==> src/rtl/coproc_pixel_seq.sv <==
// Frame sequencer: streams every pixel of the image RAM through the pixel ALU
// and writes each result back in place, sustaining one pixel per clock.
module coproc_pixel_seq #(
    parameter int NUM_PIXELS = 19200,
    parameter int ADDR_W     = 15
) (
    input  logic              clk,
    input  logic              rst,
    input  logic              start,
    input  logic [1:0]        func,
    input  logic              abort,
    output logic              busy,
    output logic              done,
    output logic              aborted,
    output logic              rd_en,
    output logic [ADDR_W-1:0] rd_addr,
    input  logic [11:0]       rd_data,
    output logic [11:0]       alu_pixel_in,
    output logic [1:0]        alu_func,
    input  logic [11:0]       alu_pixel_out,
    output logic              wr_en,
    output logic [ADDR_W-1:0] wr_addr,
    output logic [11:0]       wr_data
);

    typedef enum logic [1:0] {IDLE, RUN, DRAIN, DONE} state_t;

    localparam logic [ADDR_W-1:0] LAST_ADDR = ADDR_W'(NUM_PIXELS - 1);

    state_t            state;
    state_t            state_next;
    logic [ADDR_W-1:0] rd_count;
    logic [ADDR_W-1:0] s1_addr;
    logic [1:0]        func_q;
    logic              s1_valid;
    logic              wr_valid;
    logic              accept;
    logic              abort_hit;

    always_ff @(posedge clk or posedge rst) begin
        if (rst) begin
            state <= IDLE;
        end else begin
            state <= state_next;
        end
    end

    // Leaving DRAIN once stage 1 is empty: the write stage retires its last
    // pixel in that same cycle, so DONE lands one cycle after the final write.
    always_comb begin
        state_next = state;
        rd_en      = 1'b0;
        busy       = 1'b0;
        done       = 1'b0;
        accept     = 1'b0;
        abort_hit  = 1'b0;
        case (state)
            IDLE: begin
                if (start) begin
                    accept     = 1'b1;
                    state_next = RUN;
                end
            end
            RUN: begin
                busy = 1'b1;
                if (abort) begin
                    abort_hit  = 1'b1;
                    state_next = DRAIN;
                end else begin
                    rd_en = 1'b1;
                    if (rd_count == LAST_ADDR) begin
                        state_next = DRAIN;
                    end
                end
            end
            DRAIN: begin
                busy = 1'b1;
                if (!s1_valid) begin
                    state_next = DONE;
                end
            end
            DONE: begin
                done       = 1'b1;
                state_next = IDLE;
            end
            default: state_next = IDLE;
        endcase
    end

    assign rd_addr = rd_count;

    always_ff @(posedge clk or posedge rst) begin
        if (rst) begin
            rd_count <= '0;
            func_q   <= '0;
            aborted  <= 1'b0;
        end else begin
            if (accept) begin
                rd_count <= '0;
                func_q   <= func;
                aborted  <= 1'b0;
            end else begin
                if (rd_en) begin
                    rd_count <= rd_count + ADDR_W'(1);
                end
                if (abort_hit) begin
                    aborted <= 1'b1;
                end
            end
        end
    end

    // Two-stage pipeline: stage 1 presents RAM data to the ALU, stage 2 holds
    // the ALU result and its address for the write port.
    always_ff @(posedge clk or posedge rst) begin
        if (rst) begin
            s1_valid <= 1'b0;
            s1_addr  <= '0;
            wr_valid <= 1'b0;
            wr_addr  <= '0;
            wr_data  <= '0;
        end else begin
            s1_valid <= rd_en;
            s1_addr  <= rd_addr;
            wr_valid <= s1_valid;
            wr_addr  <= s1_addr;
            wr_data  <= alu_pixel_out;
        end
    end

    assign wr_en        = wr_valid;
    assign alu_pixel_in = s1_valid ? rd_data : 12'h000;
    assign alu_func     = s1_valid ? func_q : 2'b00;

endmodule

==> config.mk <==
export PLATFORM = sky130hd
export DESIGN_NAME = coproc_pixel_seq
export DESIGN_NICKNAME = d
export VERILOG_FILES = /design/src/rtl/coproc_pixel_seq.sv
export SDC_FILE = /design/constraint.sdc
export NUM_CORES = 1
export LEC_CHECK = 0
export ABC_AREA = 1
export ABC_CLOCK_PERIOD_IN_PS = 2840
export BUFFER_PORTS_ARGS = -buffer_cell sky130_fd_sc_hd__buf_2
export CORE_MARGIN = 4
export CORE_UTILIZATION = 40
export DETAILED_ROUTE_END_ITERATION = 6
export PLACE_DENSITY = 0.67
export SLEW_MARGIN = 20
export SYNTH_ARGS = -nofsm -noshare
export SYNTH_HDL_FRONTEND = slang
export SYNTH_SLANG_ARGS = --single-unit
==> constraint.sdc <==
create_clock -name clk -period 2.84 [get_ports clk]
set_input_delay 0.71 -clock clk [delete_from_list [all_inputs] [get_ports clk]]
set_output_delay 0.71 -clock clk [all_outputs]
set_load 0.1 [all_outputs]
**Yosys cells after proc, flatten, opt, wreduce, memory -nomap -nowiden**

Index checks and enable logic that the tools add are counted.

- Reduce and logical (&&, ||, !) cells: 5
- Muxes and demuxes: 19
- Equal/unequal tests: 7
- Add/sub/neg operators: 1

Operator list:

| kind | number |
|---|---|
| 15-bit two-way mux | 2 |
| 15-bit by 1-bit adder with 15-bit output, second input constant | 1 |
| 15-bit equality test, second input constant | 1 |
| 12-bit two-way mux | 1 |
| 1-bit two-way mux | 10 |
| 2-bit two-way mux | 5 |
| 2-bit case mux with 4 select lines | 1 |
| 2-bit equality test, second input constant | 2 |
| 2-bit inequality test, second input constant | 2 |
| 2-bit nonzero test | 2 |
| 3-bit inequality test, second input constant | 1 |
| 3-bit AND reduction | 1 |
| 2-bit by 1-bit equality test with 1-bit output, second input constant | 1 |
| 2-bit logical NOT | 1 |
| 2-bit OR reduction | 1 |

- Output and inout port bits: 61
- Bits in registers: 64
- Logic and storage cells: 41
- Input bits: 30

**Depth between registers and ports, before layout**

Gate-level depths: netlist (run 1).

- Word-level depth: 4
- Gate-level depth with buffers: 10
- Depth with buffers taken out: 10

**Worst setup path before layout (run 1)**

OpenSTA, ideal clock, no wires.

- Path kind: input to output
- Start point: in rd_data[10]
- End point: out alu_pixel_in[10]
- Path slack: 781 ps
- Stages: 2
- Data required time: 2130 ps
- Buffers on the path: 0
- Arrival: 1349 ps
- Cell sequence: nand2_1 -> inv_1

- Cells in the longest elaborated chain, start to end: 1

RTL lines:

| element | RTL line | RTL |
|---|---|---|
| start: declaration | 17 | `input logic [11:0] rd_data,` |
| 12-bit two-way mux | 132 | `assign alu_pixel_in = s1_valid ? rd_data : 12'h000;` |
| end: declaration | 18 | `output logic [11:0] alu_pixel_in,` |

No other way between the ends.

**Final worst setup path (run 1)**

- Start point: reg state[1]
- End point: out rd_en

- Cells in the longest elaborated chain, start to end: 2

RTL lines:

| element | RTL line | RTL |
|---|---|---|
| start: declaration | 30 | `state_t state;` |
| start signal: assignment | 44 | `state <= state_next;` |
| 2-bit by 1-bit equality test with 1-bit output | 57 | `case (state)` |
| 1-bit two-way mux | 57 |  |
| end: declaration | 15 | `output logic rd_en,` |

No other way between the ends.

==> impl_results.md, run 1 <==
* Result of the run: finished clean
* Register bit total from synthesis at 64
* Remaining number of nets flagged by the antenna check after routing at 0
* Global-route wire length before repair at 8380 um
* Power per cell area at 971 mW/mm2
* Final critical-path required period at 2.47 ns
* Fraction of layout instances using a drive strength above 1 at 35.5%
* Maximum operating frequency at 0.405 GHz
* Top cells by count, synth: 64 x dfrtp_1, 59 x nand2_1, 36 x inv_1, 24 x nor2_1, 11 x nand3_1
* Area of the die at 0.00725 mm2
* Count of flip-flops with a built-in enable after synthesis at 0
* Global router's overall resource usage at 14.8%
* Final period util at 87.0%
* Routability congestion estimate from global placement at 0.840
* Number of endpoints with negative hold slack in the final report at 0
* Initial standard-cell utilization of the core at 42.2%
* Clock latency on the worst-skew pair at 0.33 ns
* Crit-path max FO at 9
* Clock slew at reported path FFs at 0.07 ns
* Max-slew headroom at 67.0%
* Most used standard cell by instance count after synthesis: dfrtp_1
* Clock Path Buffers at 2
* Global route overflow at 0
* Number of vias after detailed routing at 1819
* Max-cap violations at 0
* Most used flip-flop cell after synthesis: dfrtp_1
* RSZ-0062 raised after global routing: no
* Clock root cell: clkbuf_8
* Worst-case clock skew at 0.00603 ns
* Resized cells post-CTS at 0
* Antenna diodes at 0
* Depth of the CTS H-tree at 3
* Post-synthesis to final-layout area growth at 32.1%
* Initial DRC count at 94
* Data required time of the worst path at 2.13 ns
* Die outline width at 85.2 um
* Synth Instances at 235
* Maximum number of pins on one net before global-route repair at 26
* Class of the tightest hold or removal check: in2async
* Post-synth top area cell: dfrtp_1
* Peak supply drop at 0.000920 V
* Height of the chip at 85.2 um
* Clock sink total at 64
* Share of flip-flops with an asynchronous set or reset at 100%
* Core region area at 0.00564 mm2
* Placed cell count at 397
* Routed length per placed instance at 12.0 um
* Max Slew Vio Count at 0
* Cell area after technology mapping at 0.00238 mm2
* Initial antenna violation count at 0
* Most area-consuming cells after synthesis: dfrtp_1 67%, nand2_1 9.3%, inv_1 5.7%
* Sum of negative setup slack at 0 ns
* 1st-pass router iterations at 4
* Post-DR vias/cell at 4.40
* Area share of the largest cell type after synthesis at 67.3%
* Sequential share of the synthesized area at 67.3%
* Vias in the first global route at 1749
* Std cell rows at 27
* Critical path launch point type: flop
* Leakage power total at 1.91 nW
* Worst path arrival time at 1.76 ns
* Type of the worst setup path: reg2out
* Netlist cell types at 22
* Setup violations, final at 0
* Hold-fix buffers, CTS at 0
* TritonCTS clock tree: built
* Detailed Place HPWL at 3640 um
* Warning count from the yosys run at 0
* I/O pin cnt at 91
* DRC errors left at 0
* Transition time at the pin with the least slew margin at 0.498 ns
* Post-synthesis average cell area at 10.1 um2
* # Post-CTS Setup Buffers at 0
* Fill cells at 498
* Synthesized netlist net count at 270
* Critical Path Sink Type: output pin
* Number of clock buffers inserted by TritonCTS at 9
* Count of input and output buffers at 90
* Number of non-filler instances in the completed layout at 413
* Net count of the finished layout at 371
* Final WL at 4940 um
[report_power, final]
| part | switching, mW | total, mW | internal [mW] | leakage (nW) |
|---|---|---|---|---|
| Sequential | 0.0675 | 1.07 | 1.00 | 0.852 |
| Clock | 0.349 | 0.844 | 0.495 | 0.110 |
| Combinational | 0.964 | 1.14 | 0.176 | 0.947 |
[state kept, by name, summed over array words and instances (netlist names)]
name	cells
aborted	1
func_q	2
rd_addr	15
s1_addr	15
s1_valid	1
state	2
wr_addr	15
wr_data	12
wr_en	1
[per-layer routing]
metal	global-route usage, %	wire length, um	up-vias
met2	21.9	2280	63
li1	-	-	920
met3	5.15	375	9
met5	0	0	-
met1	20.1	2200	827
met4	5.90	82	0
[path summary, 6_finish.rpt]
path | start | to | slack (ns) | cells after the start
max | state[1] | rd_en | 0.37 | 5
min | rst | wr_data[2] | 0.35 | 2
max reg2reg | state[0] | rd_addr[11] | 1.13 | 9
min reg2reg | s1_addr[6] | wr_addr[6] | 0.35 | 0
max in group asynchronous | rst | func_q[0] | 1.82 | 3
min in group clk | s1_addr[6] | wr_addr[6] | 0.35 | 0
[cell type report]
class	instances	area, um2	share of cell area, %
Clock buffer	9	124	3.94
Sequential cell	64	1600	50.9
Timing Repair Buffer	92	465	14.8
Clock inverter	7	95.1	3.02
Tap cell	72	90.1	2.87
Inverter	38	143	4.54
Multi-Input combinational cell	131	626	19.9
[placed cells by master, fill, tap and decap left out, types with 2 or more instances in the layout]
cell type  synthesis  final
buf_4              1      2
nand2_2            5      5
nor2_1            24     24
inv_1             36     35
inv_2              2      3
dfrtp_1           64     64
o21ai_0            7      7
bufinv_16          0      2
ha_1               5      5
a21oi_1            7      7
buf_2              0     90
nor3_1             3      3
clkinv_2           0      2
clkbuf_8           0      9
nor2_4             2      2
nand2_1           59     59
nand3_1           11     11
[kinds of logic (layout without fill, tap and decap cells)]
logic type               Yosys count  count (layout)  synth area share [%]
AND/OR/NAND/NOR                  110             110                  20.1
flip-flops                        64              64                  67.3
buffers and inverters             40             146                  6.46
AO/OA/AOI/OAI                     16              16                  3.52
adder cells (fa/ha/maj)            5               5                  2.63
[metrics by stage]
step           setup WS [ns]  instance area, um2  power (mW)  hold WS (ns)  util (%)
2_1_floorplan          0.532                2380        2.06         0.331         -
6_report               0.368                3140        3.05         0.346      55.7
3_5_place_dp           0.524                2930        2.23         0.335      51.9
5_1_grt                0.231                3140        3.21         0.355      55.7
4_1_cts                0.337                3140        3.09         0.350      55.7
3_3_place_gp           0.544                2930        2.22         0.332      51.9
[critical path, stage by stage, from the launching register on]
cell     delay, ns
dfrtp_1       0.42
inv_1         0.09
ha_1          0.20
nand2_2       0.11
inv_2         0.16
buf_2         0.46
Power figures use the tool's default switching activity.
==> inputs of run 2 (changes only) <==
--- a/config.mk
+++ b/config.mk
@@ -8,10 +8,9 @@
 export ABC_AREA = 1
 export ABC_CLOCK_PERIOD_IN_PS = 2840
 export BUFFER_PORTS_ARGS = -buffer_cell sky130_fd_sc_hd__buf_2
-export CORE_MARGIN = 4
-export CORE_UTILIZATION = 40
+export CORE_MARGIN = 5
+export CORE_UTILIZATION = 35
 export DETAILED_ROUTE_END_ITERATION = 6
-export PLACE_DENSITY = 0.67
 export SLEW_MARGIN = 20
 export SYNTH_ARGS = -nofsm -noshare
 export SYNTH_HDL_FRONTEND = slang
==> impl_results.md, run 2 (synthesis results as in run 1) <==
* Max-cap violations at 0 (unchanged)
* Leakage power total at 1.93 nW (was 1.91 nW)
* Result of the run: finished clean (unchanged)
* Critical Path Max Stage Delay at 0.46 ns (about the same)
* Initial standard-cell utilization of the core at 35.4% (was 42.2%)
* Std cell rows at 30 (was 27)
* Clock latency on the worst-skew pair at 0.33 ns (about the same)
* Remaining number of nets flagged by the antenna check after routing at 0 (unchanged)
* I/O pin cnt at 91 (unchanged)
* Maximum operating frequency at 0.407 GHz (was 0.405 GHz)
* Met2 wirelength from detailed routing at 2160 um (was 2280 um)
* Worst flop-to-flop path endpoint: rd_addr[11] (unchanged)
* Launch point of the worst reg-to-reg path: state[0] (unchanged)
* Final critical-path required period at 2.45 ns (was 2.47 ns)
* Peak supply drop at 0.000564 V (was 0.000920 V)
* Setup violations, final at 0 (unchanged)
* Commonest non-fill, non-tap cell in the layout: buf_2 (unchanged)
* Top layer used by detailed routing: met4 (unchanged)
* Total power after layout at 3.17 mW (was 3.05 mW)
* Number of vias after detailed routing at 1824 (was 1819)
* # Post-CTS Setup Buffers at 0 (unchanged)
* Launching element of the worst setup path: state[1] (unchanged)
* Max-slew headroom at 66.9% (was 67.0%)
* Post-route worst hold slack at 0.299 ns (was 0.346 ns)
* Number of endpoints with negative hold slack in the final report at 0 (unchanged)
* Fraction of layout instances using a drive strength above 1 at 35.5% (unchanged)
* Count of input and output buffers at 90 (unchanged)
* Met1 WL at 2060 um (was 2200 um)
* Routability congestion estimate from global placement at 0.819 (was 0.840)
* TritonCTS clock tree: built (unchanged)
* Post-synthesis to final-layout area growth at 33.9% (was 32.1%)
* Number of clock buffers inserted by TritonCTS at 9 (unchanged)
* Initial antenna violation count at 0 (unchanged)
* Antenna diodes at 0 (unchanged)
* Initial DRC count at 59 (was 94)
* Global-route wire length before repair at 8050 um (was 8380 um)
* Maximum number of pins on one net before global-route repair at 28 (was 26)
* Final worst slack at 0.386 ns (was 0.368 ns)
* Number of non-filler instances in the completed layout at 421 (was 413)
* Met3 wire length at 518 um (was 375 um)
* RSZ-0062 raised after global routing: no (unchanged)
* Worst path arrival time at 1.74 ns (was 1.76 ns)
* Resized cells post-CTS at 0 (unchanged)
* Die outline width at 92.5 um (was 85.2 um)
* Worst-path cell with the longest stage delay: buf_2 (unchanged)
* Class of the tightest hold or removal check: in2async (unchanged)
* Area of the die at 0.00855 mm2 (was 0.00725 mm2)
* Data required time of the worst path at 2.13 ns (about the same)
* Crit-path max FO at 9 (unchanged)
* Critical path launch point type: flop (unchanged)
* Worst slack at placement at 0.535 ns (was 0.524 ns)
* Power per cell area at 993 mW/mm2 (was 971 mW/mm2)
* Height of the chip at 92.5 um (was 85.2 um)
* Final period util at 86.4% (was 87.0%)
* Core region area at 0.00672 mm2 (was 0.00564 mm2)
* Net count of the finished layout at 371 (unchanged)
* Clock sink total at 64 (unchanged)
* Worst-case clock skew at 0.00544 ns (was 0.00603 ns)
* Post-DR vias/cell at 4.33 (was 4.40)
* Crit path cell chain: inv_1, ha_1, nand2_2, inv_2, buf_2 (unchanged)
* Hold-fix buffers, CTS at 0 (unchanged)
* Fill cells at 660 (was 498)
* Clock Path Buffers at 2 (unchanged)
* Placed cell count at 405 (was 397)
* Depth of the CTS H-tree at 3 (unchanged)
* Critical Path Sink Type: output pin (unchanged)
* Global router's overall resource usage at 12.0% (was 14.8%)
* Final WL at 4780 um (was 4940 um)
* Transition time at the pin with the least slew margin at 0.500 ns (was 0.498 ns)
* Commonest cells after routing, fill and taps aside: 90 x buf_2, 64 x dfrtp_1, 59 x nand2_1 (unchanged)
* Routed length per placed instance at 11.4 um (was 12.0 um)
* 1st-pass router iterations at 4 (unchanged)
* Detailed Place HPWL at 3610 um (was 3640 um)
* Sum of negative setup slack at 0 ns (unchanged)
* R2R cell count at 9 (unchanged)
* Vias in the first global route at 1833 (was 1749)
* Clock root cell: clkbuf_8 (unchanged)
* Max Slew Vio Count at 0 (unchanged)
* Global route overflow at 0 (unchanged)
* Clock slew at reported path FFs at 0.07 ns (about the same)
* Worst setup slack for register-to-register paths at 1.17 ns (was 1.13 ns)
* DRC errors left at 0 (unchanged)
* Type of the worst setup path: reg2out (unchanged)
## run 2: area by class of cell
class                      count  area, um2  area share, %
multi-input combinational    131        626           19.6
inverter                      38        143           4.47
timing repair buffer          92        465           14.6
tap                           80        100           3.14
clock inverter                 5        103           3.22
sequential                    64       1600           50.2
clock buffer                  11        151           4.75
## run 2: per-layer routing
metal	vias to the layer above	global-route usage, %
li1	916	-
met3	5	5.04
met4	0	4.83
met2	78	19.6
met5	-	0
met1	825	13.8
## run 2: report_power, final
group	internal [mW]	leakage (nW)	total, mW	switching [mW]
logic	0.176	0.947	1.14	0.966
registers	1.00	0.852	1.07	0.0686
clock network	0.629	0.126	0.955	0.326
## run 2: worst max path at each step
stage / end / cells past startpoint
after floorplan: aborted / 1
after global placement: rd_en / 5
after detailed placement: rd_en / 5
after CTS: rd_en / 5
after global routing: rd_en / 5
final: rd_en / 5
## run 2: stage by stage
stage	util, %	instance area (um2)
floorplan	-	2380
global placement	43.7	2940
detailed placement	43.7	2940
CTS	47.5	3190
global route	47.5	3190
finish	47.5	3190
## run 2: critical path: cells and delay by family (launching register included)
kind          cells  cell delay [ns]
buf+inv           3             0.71
simple gates      1             0.10
flops             1             0.41
fa+ha+maj         1             0.20
==> inputs of run 3 (changes only) <==
--- a/config.mk
+++ b/config.mk
@@ -5,7 +5,6 @@
 export SDC_FILE = /design/constraint.sdc
 export NUM_CORES = 1
 export LEC_CHECK = 0
-export ABC_AREA = 1
 export ABC_CLOCK_PERIOD_IN_PS = 2840
 export BUFFER_PORTS_ARGS = -buffer_cell sky130_fd_sc_hd__buf_2
 export CORE_MARGIN = 5
==> impl_results.md, run 3 <==
* Result of the run: finished clean (unchanged)
* Critical Path Sink Type: output pin (unchanged)
* Post-synthesis to final-layout area growth at 35.2% (was 33.9%)
* Final critical-path required period at 2.41 ns (was 2.45 ns)
* Initial DRC count at 54 (was 59)
* Global router's overall resource usage at 12.2% (was 12.0%)
* Worst flop-to-flop path endpoint: rd_addr[13] (was rd_addr[11])
* Clock Path Buffers at 2 (unchanged)
* R2R cell count at 6 (was 9)
* Detailed Place HPWL at 3270 um (was 3610 um)
* Vias in the first global route at 1629 (was 1833)
* TritonCTS clock tree: built (unchanged)
* Commonest non-fill, non-tap cell in the layout: buf_2 (unchanged)
* 1st-pass router iterations at 4 (unchanged)
* Remaining number of nets flagged by the antenna check after routing at 0 (unchanged)
* Depth of the CTS H-tree at 3 (unchanged)
* Fraction of layout instances using a drive strength above 1 at 41.8% (was 35.5%)
* Setup violations, final at 0 (unchanged)
* Number of buffer and inverter instances along the worst setup path at 2 (was 3)
* Net count of the finished layout at 305 (was 371)
* Placed cell count at 336 (was 405)
* Routability congestion estimate from global placement at 0.751 (was 0.819)
* Worst-path cell with the longest stage delay: buf_2 (unchanged)
* Number of clock buffers inserted by TritonCTS at 9 (unchanged)
* Cell area after technology mapping at 0.00225 mm2 (was 0.00238 mm2)
* Synth Instances at 169 (was 235)
* Std cell rows at 29 (was 30)
* Class of the tightest hold or removal check: in2async (unchanged)
* Die outline width at 90.2 um (was 92.5 um)
* Most used flip-flop cell after synthesis: dfrtp_1 (unchanged)
* Hold-fix buffers, CTS at 0 (unchanged)
* Register bit total from synthesis at 64 (unchanged)
* Max-slew headroom at 68.1% (was 66.9%)
* Share of flip-flops with an asynchronous set or reset at 100% (unchanged)
* Clock latency on the worst-skew pair at 0.34 ns (was 0.33 ns)
* Crit path cell chain: inv_1, ha_1, nor2b_1, buf_2 (was inv_1, ha_1, nand2_2, inv_2, buf_2)
* # Post-CTS Setup Buffers at 0 (unchanged)
* Sum of negative setup slack at 0 ns (unchanged)
* Leakage power total at 1.64 nW (was 1.93 nW)
* Initial standard-cell utilization of the core at 35.7% (was 35.4%)
* Crit-path max FO at 4 (was 9)
* Commonest cells after routing, fill and taps aside: 90 x buf_2, 64 x dfrtp_1, 15 x and2_1, 15 x nor2_1 (was 90 x buf_2, 64 x dfrtp_1, 59 x nand2_1)
* Maximum number of pins on one net before global-route repair at 29 (was 28)
* Initial antenna violation count at 0 (unchanged)
* Delay-heaviest family, CP: buffers and inverters (unchanged)
* Post-synth top area cell: dfrtp_1 (unchanged)
* Global route overflow at 0 (unchanged)
* Core region area at 0.00631 mm2 (was 0.00672 mm2)
* Max-cap violations at 0 (unchanged)
* Count of flip-flops with a built-in enable after synthesis at 0 (unchanged)
* Critical Path Max Stage Delay at 0.45 ns (was 0.46 ns)
* Critical path launch point type: flop (unchanged)
* Number of non-filler instances in the completed layout at 352 (was 421)
* Peak supply drop at 0.00109 V (was 0.000564 V)
* Most used standard cell by instance count after synthesis: dfrtp_1 (unchanged)
* Transition time at the pin with the least slew margin at 0.475 ns (was 0.500 ns)
* Worst setup slack for register-to-register paths at 0.87 ns (was 1.17 ns)
* Resized cells post-CTS at 0 (unchanged)
* Sequential share of the synthesized area at 71.2% (was 67.3%)
* Maximum operating frequency at 0.415 GHz (was 0.407 GHz)
* Worst-case clock skew at 0.00749 ns (was 0.00544 ns)
* Global-route wire length before repair at 7990 um (was 8050 um)
* Final period util at 84.8% (was 86.4%)
* Antenna diodes at 0 (unchanged)
* Data required time of the worst path at 2.13 ns (about the same)
* Area of the die at 0.00814 mm2 (was 0.00855 mm2)
* Type of the worst setup path: reg2out (unchanged)
* Count of input and output buffers at 90 (unchanged)
* Height of the chip at 90.2 um (was 92.5 um)
* Final WL at 4550 um (was 4780 um)
* I/O pin cnt at 91 (unchanged)
* Netlist cell types at 32 (was 22)
* Area share of the largest cell type after synthesis at 71.2% (was 67.3%)
* Post-DR vias/cell at 4.42 (was 4.33)
* Power per cell area at 1030 mW/mm2 (was 993 mW/mm2)
* Clock root cell: clkbuf_8 (unchanged)
* Max Slew Vio Count at 0 (unchanged)
* Top cells by count, synth: 64 x dfrtp_1, 15 x and2_1, 15 x nor2_1, 10 x nand2_1, 9 x inv_1 (was 64 x dfrtp_1, 59 x nand2_1, 36 x inv_1, 24 x nor2_1, 11 x nand3_1)
* Clock sink total at 64 (unchanged)
* Clock slew at reported path FFs at 0.07 ns (about the same)
* Most area-consuming cells after synthesis: dfrtp_1 71%, and2_1 4.2%, ha_1 2.8% (was dfrtp_1 67%, nand2_1 9.3%, inv_1 5.7%)
* DRC errors left at 0 (unchanged)
* Worst path arrival time at 1.70 ns (was 1.74 ns)
* Warning count from the yosys run at 0 (unchanged)
* Launch point of the worst reg-to-reg path: state[1] (was state[0])
* Routed length per placed instance at 12.9 um (was 11.4 um)
* Number of vias after detailed routing at 1556 (was 1824)
* Synthesized netlist net count at 204 (was 270)
* Post-synthesis average cell area at 13.3 um2 (was 10.1 um2)
* Number of endpoints with negative hold slack in the final report at 0 (unchanged)
* RSZ-0062 raised after global routing: no (unchanged)
==> run 3: changes by cell type in the layout (fill, tap and decap cells not counted), moves of 3 or more <==
cell | before | now
inv_1 | 35 | 8
nand3_1 | 11 | 3
xor2_1 | 0 | 3
xnor2_1 | 0 | 6
nand2_1 | 59 | 10
o21ai_0 | 7 | 3
nor2_1 | 24 | 15
nand2_2 | 5 | 0
or3_1 | 0 | 3
and2_1 | 0 | 15
==> run 3: layout make-up <==
| cell class | count | area (um2) |
|---|---|---|
| clock inverter | 6 | 92.6 |
| sequential | 64 | 1600 |
| tap | 77 | 96.3 |
| fill | 581 | 3270 |
| multi-input combinational | 92 | 601 |
| inverter | 9 | 33.8 |
| timing repair buffer | 94 | 480 |
| clock buffer | 10 | 138 |
==> run 3: logic make-up (layout without fill, tap and decap cells) <==
family | after synthesis | count (layout) | synth area share (%)
simple gates | 61 | 61 | 15.5
compound gates | 15 | 15 | 4.00
mux | 2 | 2 | 0.945
fa+ha+maj | 5 | 5 | 2.78
buf+inv | 13 | 119 | 2.17
xor+xnor | 9 | 9 | 3.50
flops | 64 | 64 | 71.2
==> run 3: worst max-delay path by stage <==
stage	endpoint	cells past startpoint	start
6_report	rd_en	4	state[1]
4_1_cts	rd_en	4	state[1]
2_1_floorplan	state[1]	5	abort
3_3_place_gp	rd_en	3	abort
5_1_grt	rd_en	4	state[1]
3_5_place_dp	rd_en	3	abort
==> run 3: routing by layer <==
layer	routed length, um	track usage [%]	share of wire, %	up-vias
li1	-	-	-	757
met1	2130	16.2	47	716
met2	1870	17.0	41	73
met3	448	5.34	9.8	10
met4	101	5.96	2.2	0
met5	0	0	0	-
==> run 3: stage by stage <==
stage               power [mW]  util [%]  cell area [um2]  hold slack (ns)  worst slack [ns]
floorplan                 2.09         -             2250            0.331             0.240
global placement          2.27      44.6             2810            0.333             0.713
detailed placement        2.28      44.6             2810            0.335             0.699
CTS                       3.17      48.2             3040            0.255             0.423
global route              3.28      48.2             3040            0.258             0.345
finish                    3.14      48.2             3040            0.261             0.433
==> run 3: power breakdown <==
group          switching (mW)  internal (mW)  total, mW
Combinational           0.977          0.193       1.17
Sequential             0.0755           1.01       1.09
Clock                   0.362          0.520      0.883
==> run 3: worst reg2reg max path, cell delays in order, from the launching register on <==
cell and delay, ns:
dfrtp_1 0.41, inv_1 0.09, ha_1 0.22, nand4b_1 0.20, or4_4 0.48, or3_1 0.35, a21oi_1 0.15
